<file path="src/rtl/a1csa_pkg.sv">
// Shared definitions for the segmented approximate carry-select adder controller.
package a1csa_pkg;

  // Controller states: accept operands, speculate, correct, present result.
  typedef enum logic [1:0] {
    IDLE = 2'd0,
    SPEC = 2'd1,
    FIX  = 2'd2,
    OUT  = 2'd3
  } state_t;

  // Number of adder segments for a given operand and segment width.
  function automatic int nseg(input int width, input int seg);
    return width / seg;
  endfunction

endpackage

</file>
<file path="src/rtl/a1csa_vlat_ctrl_if.sv">
// Operand/result handshake bundle between producer, controller and consumer.
interface a1csa_vlat_ctrl_if #(
  parameter int WIDTH = 16,
  parameter int CNTW  = 16
);
  logic             in_valid;
  logic             in_ready;
  logic [WIDTH-1:0] a;
  logic [WIDTH-1:0] b;
  logic             cin;
  logic             corr_en;
  logic             out_valid;
  logic             out_ready;
  logic [WIDTH-1:0] sum;
  logic             cout;
  logic             err;
  logic [CNTW-1:0]  err_cnt;

  // Producer/consumer side.
  modport master (
    output in_valid, a, b, cin, corr_en, out_ready,
    input  in_ready, out_valid, sum, cout, err, err_cnt
  );

  // Controller side.
  modport slave (
    input  in_valid, a, b, cin, corr_en, out_ready,
    output in_ready, out_valid, sum, cout, err, err_cnt
  );
endinterface

</file>
<file path="src/rtl/a1csa_seg_add.sv">
// One SEG-bit ripple slice of the carry-select adder.
module a1csa_seg_add #(
  parameter int SEG = 4
) (
  input  logic [SEG-1:0] x,
  input  logic [SEG-1:0] y,
  input  logic           ci,
  output logic [SEG-1:0] s,
  output logic           co
);
  assign {co, s} = {1'b0, x} + {1'b0, y} + {{SEG{1'b0}}, ci};
endmodule

</file>
<file path="src/rtl/a1csa_vlat_ctrl.sv">
// Variable-latency controller: speculative segmented add, misprediction
// detection and an optional one-cycle exact recompute.
module a1csa_vlat_ctrl
  import a1csa_pkg::*;
#(
  parameter int WIDTH = 16,
  parameter int SEG   = 4,
  parameter int CNTW  = 16
) (
  input logic               clk,
  input logic               rst_n,
  a1csa_vlat_ctrl_if.slave  bus
);
  localparam int NSEG = nseg(WIDTH, SEG);

  state_t           state_reg, state_next;
  logic [WIDTH-1:0] a_reg, b_reg, sum_reg;
  logic             cin_reg, corr_reg, cout_reg, err_reg;
  logic [CNTW-1:0]  err_cnt_reg;

  logic             load_in, load_out, err_set, mispredict, top_co;
  logic [WIDTH-1:0] seg_sum;
  logic [NSEG-1:0]  miss;

  // Per segment: speculated carry = generate of the segment below (carry-in 0),
  // true carry = segment-level lookahead chain. In FIX the slices ripple their
  // own carry-outs, which yields the exact sum through the same adders.
  for (genvar gi = 0; gi < NSEG; gi++) begin : g_seg
    logic [SEG-1:0] x, y;
    logic           spec_ci, true_ci, ci_sel, co;
    assign x = a_reg[gi*SEG +: SEG];
    assign y = b_reg[gi*SEG +: SEG];
    if (gi == 0) begin : g_first
      assign spec_ci = cin_reg;
      assign true_ci = cin_reg;
      assign ci_sel  = cin_reg;
    end else begin : g_rest
      assign spec_ci = ({1'b0, g_seg[gi-1].x} + {1'b0, g_seg[gi-1].y}) > {1'b0, {SEG{1'b1}}};
      assign true_ci = spec_ci | ((&(g_seg[gi-1].x ^ g_seg[gi-1].y)) & g_seg[gi-1].true_ci);
      assign ci_sel  = (state_reg == FIX) ? g_seg[gi-1].co : spec_ci;
    end
    assign miss[gi] = spec_ci ^ true_ci;
    a1csa_seg_add #(.SEG(SEG)) u_slice (
      .x  (x),
      .y  (y),
      .ci (ci_sel),
      .s  (seg_sum[gi*SEG +: SEG]),
      .co (co)
    );
  end

  assign top_co     = g_seg[NSEG-1].co;
  assign mispredict = |miss;

  // State register.
  always_ff @(posedge clk or negedge rst_n) begin
    if (!rst_n) state_reg <= IDLE;
    else        state_reg <= state_next;
  end

  // Next-state and datapath load strobes.
  always_comb begin
    state_next = state_reg;
    load_in    = 1'b0;
    load_out   = 1'b0;
    err_set    = 1'b0;
    case (state_reg)
      IDLE: if (bus.in_valid) begin
        load_in    = 1'b1;
        state_next = SPEC;
      end
      SPEC: if (mispredict && corr_reg) begin
        state_next = FIX;
      end else begin
        load_out   = 1'b1;
        err_set    = mispredict;
        state_next = OUT;
      end
      FIX: begin
        load_out   = 1'b1;
        err_set    = 1'b1;
        state_next = OUT;
      end
      OUT: if (bus.out_ready) state_next = IDLE;
      default: state_next = IDLE;
    endcase
  end

  // Operand capture, result registers and saturating error counter.
  always_ff @(posedge clk or negedge rst_n) begin
    if (!rst_n) begin
      a_reg       <= '0;
      b_reg       <= '0;
      cin_reg     <= 1'b0;
      corr_reg    <= 1'b0;
      sum_reg     <= '0;
      cout_reg    <= 1'b0;
      err_reg     <= 1'b0;
      err_cnt_reg <= '0;
    end else begin
      if (load_in) begin
        a_reg    <= bus.a;
        b_reg    <= bus.b;
        cin_reg  <= bus.cin;
        corr_reg <= bus.corr_en;
      end
      if (load_out) begin
        sum_reg  <= seg_sum;
        cout_reg <= top_co;
        err_reg  <= err_set;
        if (err_set && (err_cnt_reg != {CNTW{1'b1}}))
          err_cnt_reg <= err_cnt_reg + {{(CNTW-1){1'b0}}, 1'b1};
      end
    end
  end

  assign bus.in_ready  = (state_reg == IDLE);
  assign bus.out_valid = (state_reg == OUT);
  assign bus.sum       = sum_reg;
  assign bus.cout      = cout_reg;
  assign bus.err       = err_reg;
  assign bus.err_cnt   = err_cnt_reg;
endmodule

</file>
<file path="src/flat_wrapper.sv">
// flat-port wrapper written by rule: the top's interface ports become plain ports
module a1csa_vlat_ctrl_flat import a1csa_pkg::*;
#(
  parameter int WIDTH = 16,
  parameter int SEG   = 4,
  parameter int CNTW  = 16
)
  (clk, rst_n, bus_in_valid, bus_a, bus_b, bus_cin, bus_corr_en, bus_out_ready, bus_in_ready, bus_out_valid, bus_sum, bus_cout, bus_err, bus_err_cnt);
  a1csa_vlat_ctrl_if #(.WIDTH(WIDTH), .CNTW(CNTW)) bus_i ();
  input logic clk;
  input logic rst_n;
  input wire logic [$bits(bus_i.in_valid)-1:0] bus_in_valid;
  input wire logic [$bits(bus_i.a)-1:0] bus_a;
  input wire logic [$bits(bus_i.b)-1:0] bus_b;
  input wire logic [$bits(bus_i.cin)-1:0] bus_cin;
  input wire logic [$bits(bus_i.corr_en)-1:0] bus_corr_en;
  input wire logic [$bits(bus_i.out_ready)-1:0] bus_out_ready;
  output wire logic [$bits(bus_i.in_ready)-1:0] bus_in_ready;
  output wire logic [$bits(bus_i.out_valid)-1:0] bus_out_valid;
  output wire logic [$bits(bus_i.sum)-1:0] bus_sum;
  output wire logic [$bits(bus_i.cout)-1:0] bus_cout;
  output wire logic [$bits(bus_i.err)-1:0] bus_err;
  output wire logic [$bits(bus_i.err_cnt)-1:0] bus_err_cnt;
  assign bus_i.in_valid = bus_in_valid;
  assign bus_i.a = bus_a;
  assign bus_i.b = bus_b;
  assign bus_i.cin = bus_cin;
  assign bus_i.corr_en = bus_corr_en;
  assign bus_i.out_ready = bus_out_ready;
  assign bus_in_ready = bus_i.in_ready;
  assign bus_out_valid = bus_i.out_valid;
  assign bus_sum = bus_i.sum;
  assign bus_cout = bus_i.cout;
  assign bus_err = bus_i.err;
  assign bus_err_cnt = bus_i.err_cnt;
  a1csa_vlat_ctrl #(.WIDTH(WIDTH), .SEG(SEG), .CNTW(CNTW)) u_core (.clk(clk), .rst_n(rst_n), .bus(bus_i));
endmodule
</file>
<file path="config.mk">
export PLATFORM = sky130hd
export DESIGN_NAME = a1csa_vlat_ctrl_flat
export DESIGN_NICKNAME = d
export VERILOG_FILES = /design/src/rtl/a1csa_pkg.sv /design/src/rtl/a1csa_vlat_ctrl_if.sv /design/src/rtl/a1csa_seg_add.sv /design/src/rtl/a1csa_vlat_ctrl.sv /design/src/flat_wrapper.sv
export SDC_FILE = /design/constraint.sdc
export NUM_CORES = 1
export LEC_CHECK = 0
export BUFFER_PORTS_ARGS = -buffer_cell sky130_fd_sc_hd__buf_2
export CAP_MARGIN = 20
export CORE_AREA = 2 2 101 103
export CTS_BUF_LIST = sky130_fd_sc_hd__clkbuf_4 sky130_fd_sc_hd__clkbuf_8
export CTS_CLUSTER_DIAMETER = 100
export DETAILED_ROUTE_END_ITERATION = 8
export DIE_AREA = 0 0 103 105
export PLACE_DENSITY = 0.75
export SYNTH_ARGS = -nofsm -noshare
export SYNTH_HDL_FRONTEND = slang
export SYNTH_HIERARCHICAL = 1
export SYNTH_SLANG_ARGS = --single-unit
</file>
<file path="constraint.sdc">
create_clock -name clk -period 15.09 [get_ports clk]
set_input_delay 3.018 -clock clk [delete_from_list [all_inputs] [get_ports clk]]
set_output_delay 3.018 -clock clk [all_outputs]
set_load 0.05 [all_outputs]
</file>
==> metrics.yaml, run 1 <==
logic_synthesis:
  synth_top_family_by_area: "compound AO/OA/AOI/OAI gates"
  synthXorXnorAreaFrac: 0.0466
  synthSimpleGateAreaFrac: 0.109
  synthTopCellsByCount: "dfrtp_1, mux2_2, ha_1"
  synth.top_cells.by_area: "dfrtp_1, mux2_2, ha_1"
  synth_mux_area_frac: 0.0961
  synthCells: 383
  synth_cell_type_count: 41
  synth_area_sq_um: 4320
  synth_edf_count: 0
  synth_fa_ha_area_frac: 0.135
  avgSynthCellArea_sq_um: 11.3
  yosysTopAreaCell: "dfrtp_1"
  yosysSeqAreaShare: 0.405
  ys_ff_latch: 70
  syn_nets: 461
  ys_warn_count: 6
  synth_compound_area_frac: 0.162
  yosysMostFrequentCell: "dfrtp_1"
  ys_async_sr_fraction: 1.00
  yosysTopAreaCellShare: 0.405
  ys.flop_type: "dfrtp_1"
layout:
  seqCellArea_sq_um: 1750
  final_cells: 589
  fin_nets: 529
  fillers: 880
  layout-drive-gt1-share: 0.311
  area_growth_pct: 16.2
  diodes: 0
  multiInputGateArea_sq_um: 2370
routing:
  drc: 0
  wl_mm: 9.17
  met1Wirelength_mm: 4.08
  wl_per_cell_microns: 15.6
  ant_nets: 0
  wl_met2_mm: 4.49
  top_layer: "met4"
  avgViaCountPerCell: 5.44
  dr_wl_met3_microns: 454
  via_count: 3204
  drt_iter0_markers: 155
  drt-pass1-iter-count: 4
sta:
  setup_viol: 0
  maxSlewViolCount: 0
  fin_tns_setup_ns: 0
  rsz0062_at_grt: "false"
  fmax_mhz: 182
  tightest_slew_ns: 0.876
  finClkSkew_ns: 0.0109
  min_period_ns: 5.50
  fin_crit_sh: 0.364
  slew_headroom: 0.415
  finalHoldViolations: 0
floorplan:
  dieArea_sq_um: 10800
  die_w_microns: 103
  io_pins: 74
  initial_core_util: 0.448
  rows: 36
  core_sq_um: 9640
  die_y_microns: 105
setup_path:
  worstPathRequired_ns: 15.27
  crit_slowest_cell: "fa_1"
  worst-setup-path-type: "flip-flop to flip-flop"
  max_stage_delay_ns: 0.44
  worst-path-max-fanout: 3
  endpoint_kind: "flip-flop"
  crit_top_cell: "fa_1"
  cp_data_arrival_time_ns: 5.68
  cp-start-kind: "flip-flop"
cts:
  cts_hold_buffers: 0
  cts_tree: "built"
  clockRootBuffer: "clkbuf_8"
  htreeDepth: 3
  cts_setup_buffers: 0
  cts-resized-gates: 0
  clkTransAtPathRegs_ns: 0.08
  cts_sinks: 70
  clk_path_buf_depth: 2
  cts_buffers: 9
  insertion_delay_ns: 0.34
status:
  status: "finished clean"
global_routing:
  grt_max_degree: 71
  first_global_vias: 3238
  overflow: 0
  track_usage: 0.181
  antenna_found_initial: 0
  grt_pass1_wl_mm: 15.7
worst_hold_path:
  min_path_type: "flip-flop to flip-flop"
job:
  drv_cap: 0
placement:
  port_buffers: 73
  place.detailed.hpwl_mm: 6.47
  place_inst: 573
  routabilityCongestion: 0.787
## kinds of logic after synthesis
kind of cell | count (synthesis)
compound gates | 92
simple gates | 75
flops | 70
buf+inv | 46
fa+ha+maj | 40
mux | 37
xor+xnor | 23
## cell usage in the layout (no fill, tap or decap), types with 11 or more instances in the layout
cell and instances:
buf_2 73, dfrtp_1 70, mux2_2 35, ha_1 29, inv_1 25, a21oi_1 23
o211ai_1 23, xnor2_1 23, nand3_1 18, nand3b_1 17, a22o_1 17, clkbuf_8 11
fa_1 11
## layer usage
metal / GRT usage / vias up
met1: 0.250 / 1565
met4: 0.0602 / 0
met5: 0 / -
met2: 0.284 / 92
li1: - / 1530
met3: 0.0348 / 17
## cell type report
| cell class | instances | area share |
|---|---|---|
| multi-input combinational | 267 | 0.473 |
| sequential | 70 | 0.349 |
| timing repair buffer | 77 | 0.0795 |
| tap | 133 | 0.0331 |
| clock buffer | 11 | 0.0301 |
| inverter | 26 | 0.0194 |
| clock inverter | 5 | 0.0162 |
## final timing paths
path | start | end | slack [ns] | depth (start not counted)
max reg2reg | u_core/b_reg[0]$_DFFE_PN0P_ | u_core/bus.cout$_DFFE_PN0P_ | 9.59 | 32
min reg2reg | u_core/bus.err_cnt[5]$_DFFE_PN0P_ | u_core/bus.err_cnt[5]$_DFFE_PN0P_ | 0.51 | 1
max | u_core/b_reg[0]$_DFFE_PN0P_ | u_core/bus.cout$_DFFE_PN0P_ | 9.59 | 32
min | u_core/bus.err_cnt[5]$_DFFE_PN0P_ | u_core/bus.err_cnt[5]$_DFFE_PN0P_ | 0.51 | 1
min in group asynchronous | rst_n | u_core/bus.err_cnt[9]$_DFFE_PN0P_ | 2.87 | 2
max in group asynchronous | rst_n | u_core/a_reg[9]$_DFFE_PN0P_ | 11.64 | 2
## metrics by stage
step | utilization | worst slack (ns) | cell area (sq um) | hold WS [ns]
after floorplan | - | 10.12 | 4320 | 0.484
after global placement | 0.496 | 9.88 | 4780 | 0.474
after detailed placement | 0.497 | 9.72 | 4790 | 0.498
after CTS | 0.521 | 9.59 | 5020 | 0.511
after global routing | 0.521 | 9.09 | 5020 | 0.536
final | 0.521 | 9.59 | 5020 | 0.510
## worst max-delay path: cells and delay by family (launching register included)
kind,cells,cell delay [ns]
adders and majority gates,8,2.45
AOI/OAI and AO/OA,8,1.15
and+or+nand+nor,8,0.56
buffers and inverters,6,0.43
DFF,1,0.42
muxes,2,0.34
Power of run 1 is left out: the tool's default activity adds up to more than one toggle a clock period on the data nets, which glitch-free logic cannot reach.
==> run 2: changes to the inputs <==
--- a/config.mk
+++ b/config.mk
@@ -12,7 +12,7 @@
 export CTS_CLUSTER_DIAMETER = 100
 export DETAILED_ROUTE_END_ITERATION = 8
 export DIE_AREA = 0 0 103 105
-export PLACE_DENSITY = 0.75
+export PLACE_DENSITY = 0.77
 export SYNTH_ARGS = -nofsm -noshare
 export SYNTH_HDL_FRONTEND = slang
 export SYNTH_HIERARCHICAL = 1
==> constraint.sdc (replaced) <==
create_clock -name clk -period 4.67 [get_ports clk]
set_input_delay 0.934 -clock clk [delete_from_list [all_inputs] [get_ports clk]]
set_output_delay 0.934 -clock clk [all_outputs]
set_load 0.05 [all_outputs]
==> run 2 against run 1 <==
Effect of this change:
- the run now ends with setup timing left
- hold slack got worse by 0.022 ns
- die area unchanged
- maximum frequency increased by 12%
- cell area increased by 2.6%
- clock-buffer cell count decreased by 1
- non-clock buffer count increased by 12
- first-iteration DRC count increased by 32%
- via count increased by 2.3%
- critical path depth unchanged
- global-route usage increased by 0.16 points
- flip-flop and latch count unchanged
- register-to-register slack got worse by 9.8 ns
- critical path type unchanged
==> metrics.yaml, run 2 (synthesis results as in run 1) <==
status:
  status: "finished, violations left"
  violations: "setup timing"
setup_path:
  rrSetupSlack_ns: -0.24  # -9.83 ns
  cp-start-kind: "flip-flop"
  crit_top_cell: "fa_2"
  r2r_cells: 32  # unchanged
  cp_data_arrival_time_ns: 5.11  # -0.57 ns
  cp_top_family: "adder cells"
  crit_buf_inv: 6  # unchanged
  r2r_end: "u_core/bus.cout$_DFFE_PN0P_"
  endpoint_kind: "flip-flop"
  worst-setup-path-type: "flip-flop to flip-flop"
  worst-path-max-fanout: 2  # -1
  reg2reg_from: "u_core/cin_reg$_DFFE_PN0P_"
  worstPathRequired_ns: 4.87  # -10.40 ns
  crit_slowest_cell: "dfrtp_1"
  max_stage_delay_ns: 0.41  # -0.03 ns
floorplan:
  core_sq_um: 9640  # unchanged
  rows: 36  # unchanged
  initial_core_util: 0.448  # unchanged
  die_y_microns: 105  # unchanged
  io_pins: 74  # unchanged
  dieArea_sq_um: 10800  # unchanged
  die_w_microns: 103  # unchanged
sta:
  slew_headroom: 0.424  # +0.00912
  finalHoldViolations: 0  # unchanged
  min_period_ns: 4.91  # -0.589 ns
  worst_slack_ns: -0.241  # -9.83 ns
  tightest_slew_ns: 0.862  # -0.0136 ns
  finClkSkew_ns: 0.0110  # +0.000105 ns
  fin_crit_sh: 1.05  # +0.687
  maxSlewViolCount: 0  # unchanged
  setup_viol: 4  # +4
  fmax_mhz: 204  # +12%
  rsz0062_at_grt: "true"
  whs_ns: 0.487  # -0.0222 ns
layout:
  diodes: 0  # unchanged
  multiInputGateArea_sq_um: 2420  # +2.1%
  area_growth_pct: 19.2
  fin_nets: 541  # +2.3%
  seqCellArea_sq_um: 1750  # unchanged
  mostFrequentLayoutCells: "buf_2, dfrtp_1, mux2_2"
  fin_util: 0.534  # +0.0134
  layout_commonest_cell: "buf_2"
  fillers: 866  # -1.6%
  layout-drive-gt1-share: 0.370  # +0.0583
routing:
  drt-pass1-iter-count: 4  # unchanged
  drc: 0  # unchanged
  via_count: 3277  # +2.3%
  wl_per_cell_microns: 15.8  # +1.6%
  ant_nets: 0  # unchanged
  top_layer: "met4"
  wl_met2_mm: 4.57  # +1.6%
  wl_mm: 9.51  # +3.6%
  dr_wl_met3_microns: 489  # +7.7%
  avgViaCountPerCell: 5.45  # +0.24%
  met1Wirelength_mm: 4.23  # +3.7%
  drt_iter0_markers: 205  # +32%
cts:
  clk_path_buf_depth: 2  # unchanged
  clockRootBuffer: "clkbuf_8"
  cts_sinks: 70  # unchanged
  cts_hold_buffers: 0  # unchanged
  htreeDepth: 3  # unchanged
  insertion_delay_ns: 0.36  # +0.02 ns
  clkTransAtPathRegs_ns: 0.08  # about the same
  cts_buffers: 9  # unchanged
  cts_tree: "built"
placement:
  place.detailed.hpwl_mm: 6.68  # +3.2%
  routabilityCongestion: 0.791  # +0.56%
  port_buffers: 73  # unchanged
worst_hold_path:
  min_path_cells: 1  # unchanged
  hold_path_end: "u_core/bus.err_cnt[12]$_DFFE_PN0P_"
  hold_start: "u_core/bus.err_cnt[12]$_DFFE_PN0P_"
  min_path_type: "flip-flop to flip-flop"
global_routing:
  antenna_found_initial: 0  # unchanged
  overflow: 0  # unchanged
  first_global_vias: 3338  # +3.1%
  grt_max_degree: 40  # -44%
  grt_pass1_wl_mm: 15.6  # -0.70%
  track_usage: 0.183  # +0.00162
job:
  drv_cap: 0  # unchanged
-- run 2: changes by cell type in the layout (fill, tap and decap cells not counted), moves of 4 or more --
cell / change
a21oi_2: +4
inv_2: +5
inv_1: -5
a21oi_1: -4
o21ai_0: -4
fa_2: +8
buf_4: +12
fa_1: -8
o21ai_1: +4
-- run 2: timing repair --
action	in CTS	in global routing
endpoints found under the setup margin	5	5
gates resized for setup	3	1
setup buffers	2	2
pin swaps	11	1
-- run 2: final cells by class --
| type | instances | area share |
|---|---|---|
| clock buffer | 10 | 0.0267 |
| inverter | 26 | 0.0189 |
| sequential | 70 | 0.340 |
| timing repair buffer | 89 | 0.0950 |
| tap | 133 | 0.0323 |
| clock inverter | 6 | 0.0165 |
| multi-input combinational | 267 | 0.470 |
-- run 2: worst max-delay path by stage --
stage	from	end	slack [ns]	cells after the start
2_1_floorplan	u_core/cin_reg$_DFFE_PN0P_	u_core/bus.cout$_DFFE_PN0P_	-0.12	32
3_3_place_gp	u_core/cin_reg$_DFFE_PN0P_	u_core/bus.cout$_DFFE_PN0P_	-0.25	32
3_5_place_dp	u_core/a_reg[0]$_DFFE_PN0P_	u_core/bus.sum[13]$_DFFE_PN0P_	-0.37	30
4_1_cts	u_core/cin_reg$_DFFE_PN0P_	u_core/bus.cout$_DFFE_PN0P_	-0.23	32
5_1_grt	u_core/cin_reg$_DFFE_PN0P_	u_core/bus.cout$_DFFE_PN0P_	-0.57	32
6_report	u_core/cin_reg$_DFFE_PN0P_	u_core/bus.cout$_DFFE_PN0P_	-0.24	32
-- run 2: per-layer routing --
| layer | up-vias | track usage |
|---|---|---|
| met5 | - | 0 |
| met4 | 0 | 0.0705 |
| met3 | 17 | 0.0462 |
| met2 | 114 | 0.294 |
| met1 | 1595 | 0.234 |
| li1 | 1551 | - |
-- run 2: metrics by stage --
stage / std cells / setup WS (ns) / TNS (ns) / cell area [sq um]
3_3_place_gp: 580 / -0.251 / -0.903 / 4870
5_1_grt: 601 / -0.575 / -2.36 / 5150
4_1_cts: 598 / -0.226 / -0.794 / 5120
6_report: 601 / -0.241 / -0.779 / 5150
2_1_floorplan: 383 / -0.119 / -0.310 / 4350
3_5_place_dp: 580 / -0.368 / -1.36 / 4870
Power of run 2 is left out for the same reason.
==> run 3: changes to the inputs <==
--- a/config.mk
+++ b/config.mk
@@ -7,11 +7,11 @@
 export LEC_CHECK = 0
 export BUFFER_PORTS_ARGS = -buffer_cell sky130_fd_sc_hd__buf_2
 export CAP_MARGIN = 20
-export CORE_AREA = 2 2 101 103
+export CORE_AREA = 2 2 117 90
 export CTS_BUF_LIST = sky130_fd_sc_hd__clkbuf_4 sky130_fd_sc_hd__clkbuf_8
 export CTS_CLUSTER_DIAMETER = 100
 export DETAILED_ROUTE_END_ITERATION = 8
-export DIE_AREA = 0 0 103 105
+export DIE_AREA = 0 0 119 92
 export PLACE_DENSITY = 0.77
 export SYNTH_ARGS = -nofsm -noshare
 export SYNTH_HDL_FRONTEND = slang
==> run 3 against run 2 <==
Effect of this change:
- the run still ends with setup timing left
- non-clock buffer count unchanged
- critical path type unchanged
- final cell count increased by 0.50%
- hold slack better by 0.0095 ns
==> metrics.yaml, run 3 (synthesis results as in run 1) <==
setup_path:
  reg2reg_from: "u_core/cin_reg$_DFFE_PN0P_"
  cp_top_family: "adder cells"
  endpoint_kind: "flip-flop"
  cp_data_arrival_time_ns: 5.09  # -0.02 ns
  crit_start: "u_core/cin_reg$_DFFE_PN0P_"
  cp-start-kind: "flip-flop"
  worstPathRequired_ns: 4.89  # +0.02 ns
  crit_buf_inv: 6  # unchanged
  crit_top_cell: "fa_2"
  worst-setup-path-type: "flip-flop to flip-flop"
  crit_slowest_cell: "dfrtp_1"
  worst-path-max-fanout: 2  # unchanged
  max_stage_delay_ns: 0.41  # about the same
placement:
  port_buffers: 73  # unchanged
  routabilityCongestion: 0.831  # +5.0%
  dpl_cell_area_sq_um: 4880  # +0.15%
  pre_cts_ws_ns: -0.361  # +0.00740 ns
  place.detailed.hpwl_mm: 6.82  # +2.1%
cts:
  insertion_delay_ns: 0.37  # about the same
  clkTransAtPathRegs_ns: 0.08  # about the same
  cts_buffers: 9  # unchanged
  htreeDepth: 3  # unchanged
  clk_path_buf_depth: 2  # unchanged
  clockRootBuffer: "clkbuf_8"
  cts_tree: "built"
  cts_hold_buffers: 0  # unchanged
  cts_sinks: 70  # unchanged
routing:
  drt-pass1-iter-count: 5  # +1
  avgViaCountPerCell: 5.34  # -2.1%
  drc: 0  # unchanged
  wl_mm: 9.48  # -0.27%
  wl_per_cell_microns: 15.7  # -0.77%
  via_count: 3223  # -1.6%
  ant_nets: 0  # unchanged
  drt_iter0_markers: 183  # -11%
sta:
  maxSlewViolCount: 0  # unchanged
  finalHoldViolations: 0  # unchanged
  fin_crit_sh: 1.04  # -0.00910
  slew_headroom: 0.390  # -0.0337
  setup_viol: 4  # unchanged
  rsz0062_at_grt: "true"
  fmax_mhz: 205  # +0.87%
  finClkSkew_ns: 0.0133  # +0.00233 ns
  min_period_ns: 4.87  # -0.0425 ns
  worst_slack_ns: -0.198  # +0.0425 ns
  tightest_slew_ns: 0.915  # +0.0527 ns
  whs_ns: 0.497  # +0.00948 ns
floorplan:
  die_y_microns: 92  # -12%
  io_pins: 74  # unchanged
  die_w_microns: 119  # +16%
  initial_core_util: 0.433  # -0.0149
  dieArea_sq_um: 10900  # +1.2%
  rows: 32  # -11%
  core_sq_um: 9970  # +3.4%
layout:
  postLayoutCellArea_sq_um: 5100  # -0.92%
  fin_nets: 541  # unchanged
  diodes: 0  # unchanged
  layout-drive-gt1-share: 0.368  # -0.00214
  mostFrequentLayoutCells: "buf_2, dfrtp_1, mux2_2"
  layout_commonest_cell: "buf_2"
  area_growth_pct: 18.1
status:
  violations: "setup timing"
  status: "finished, violations left"
global_routing:
  first_global_vias: 3053  # -8.5%
  grt_max_degree: 42  # +5.0%
  grt_pass1_wl_mm: 15.5  # -1.0%
  antenna_found_initial: 0  # unchanged
  overflow: 0  # unchanged
  track_usage: 0.181  # -0.00192
worst_hold_path:
  hold_start: "u_core/bus.err_cnt[12]$_DFFE_PN0P_"
  min_path_type: "flip-flop to flip-flop"
job:
  drv_cap: 0  # unchanged
[run 3: cell count changes in the layout (fill, tap and decap cells not counted)]
cell	before	now
clkinvlp_4	2	3
a21oi_2	9	8
a21oi_1	19	20
clkinv_2	2	3
bufinv_16	2	0
[run 3: routing by layer]
layer  global-route usage  vias to the layer above  routed length [microns]
li1                     -                     1549                        -
met1                0.249                     1562                     4530
met2                0.269                      101                     4280
met3               0.0522                       11                      529
met4               0.0714                        0                      143
met5                    0                        -                        0
[run 3: area by class of cell]
cell class	instances	area, sq um
fillers	869	4870
clock buffers	10	138
multi-input cells	267	2420
inverters	26	97.6
repair buffers	89	489
well taps	136	170
flip-flops and latches	70	1750
clock inverters	6	37.5
[run 3: final timing paths]
path | endpoint | slack [ns] | depth (start not counted)
worst max register to register | u_core/bus.cout$_DFFE_PN0P_ | -0.20 | 32
worst max-delay path | u_core/bus.cout$_DFFE_PN0P_ | -0.20 | 32
worst min-delay path | u_core/bus.err_cnt[12]$_DFFE_PN0P_ | 0.50 | 1
min in group asynchronous | u_core/bus.err_cnt[4]$_DFFE_PN0P_ | 0.70 | 1
worst min register to register | u_core/bus.err_cnt[12]$_DFFE_PN0P_ | 0.50 | 1
max in group asynchronous | u_core/b_reg[8]$_DFFE_PN0P_ | 3.01 | 2
[run 3: per-stage QoR]
step                instances   util  TNS [ns]
floorplan                 383      -    -0.310
global placement          582  0.488    -0.851
detailed placement        583  0.489     -1.40
CTS                       602  0.510    -0.712
global route              604  0.512     -2.20
finish                    604  0.512    -0.682
[run 3: timing repair]
item | in CTS | in global routing
setup endpoints to repair | 5 | 5
pin swaps | 12 | 1
resized for setup | 2 | 1
gates cloned | 0 | 0
buffers inserted | 3 | 2
hold endpoints to repair | 0 | 0
Power of run 3 is left out for the same reason.
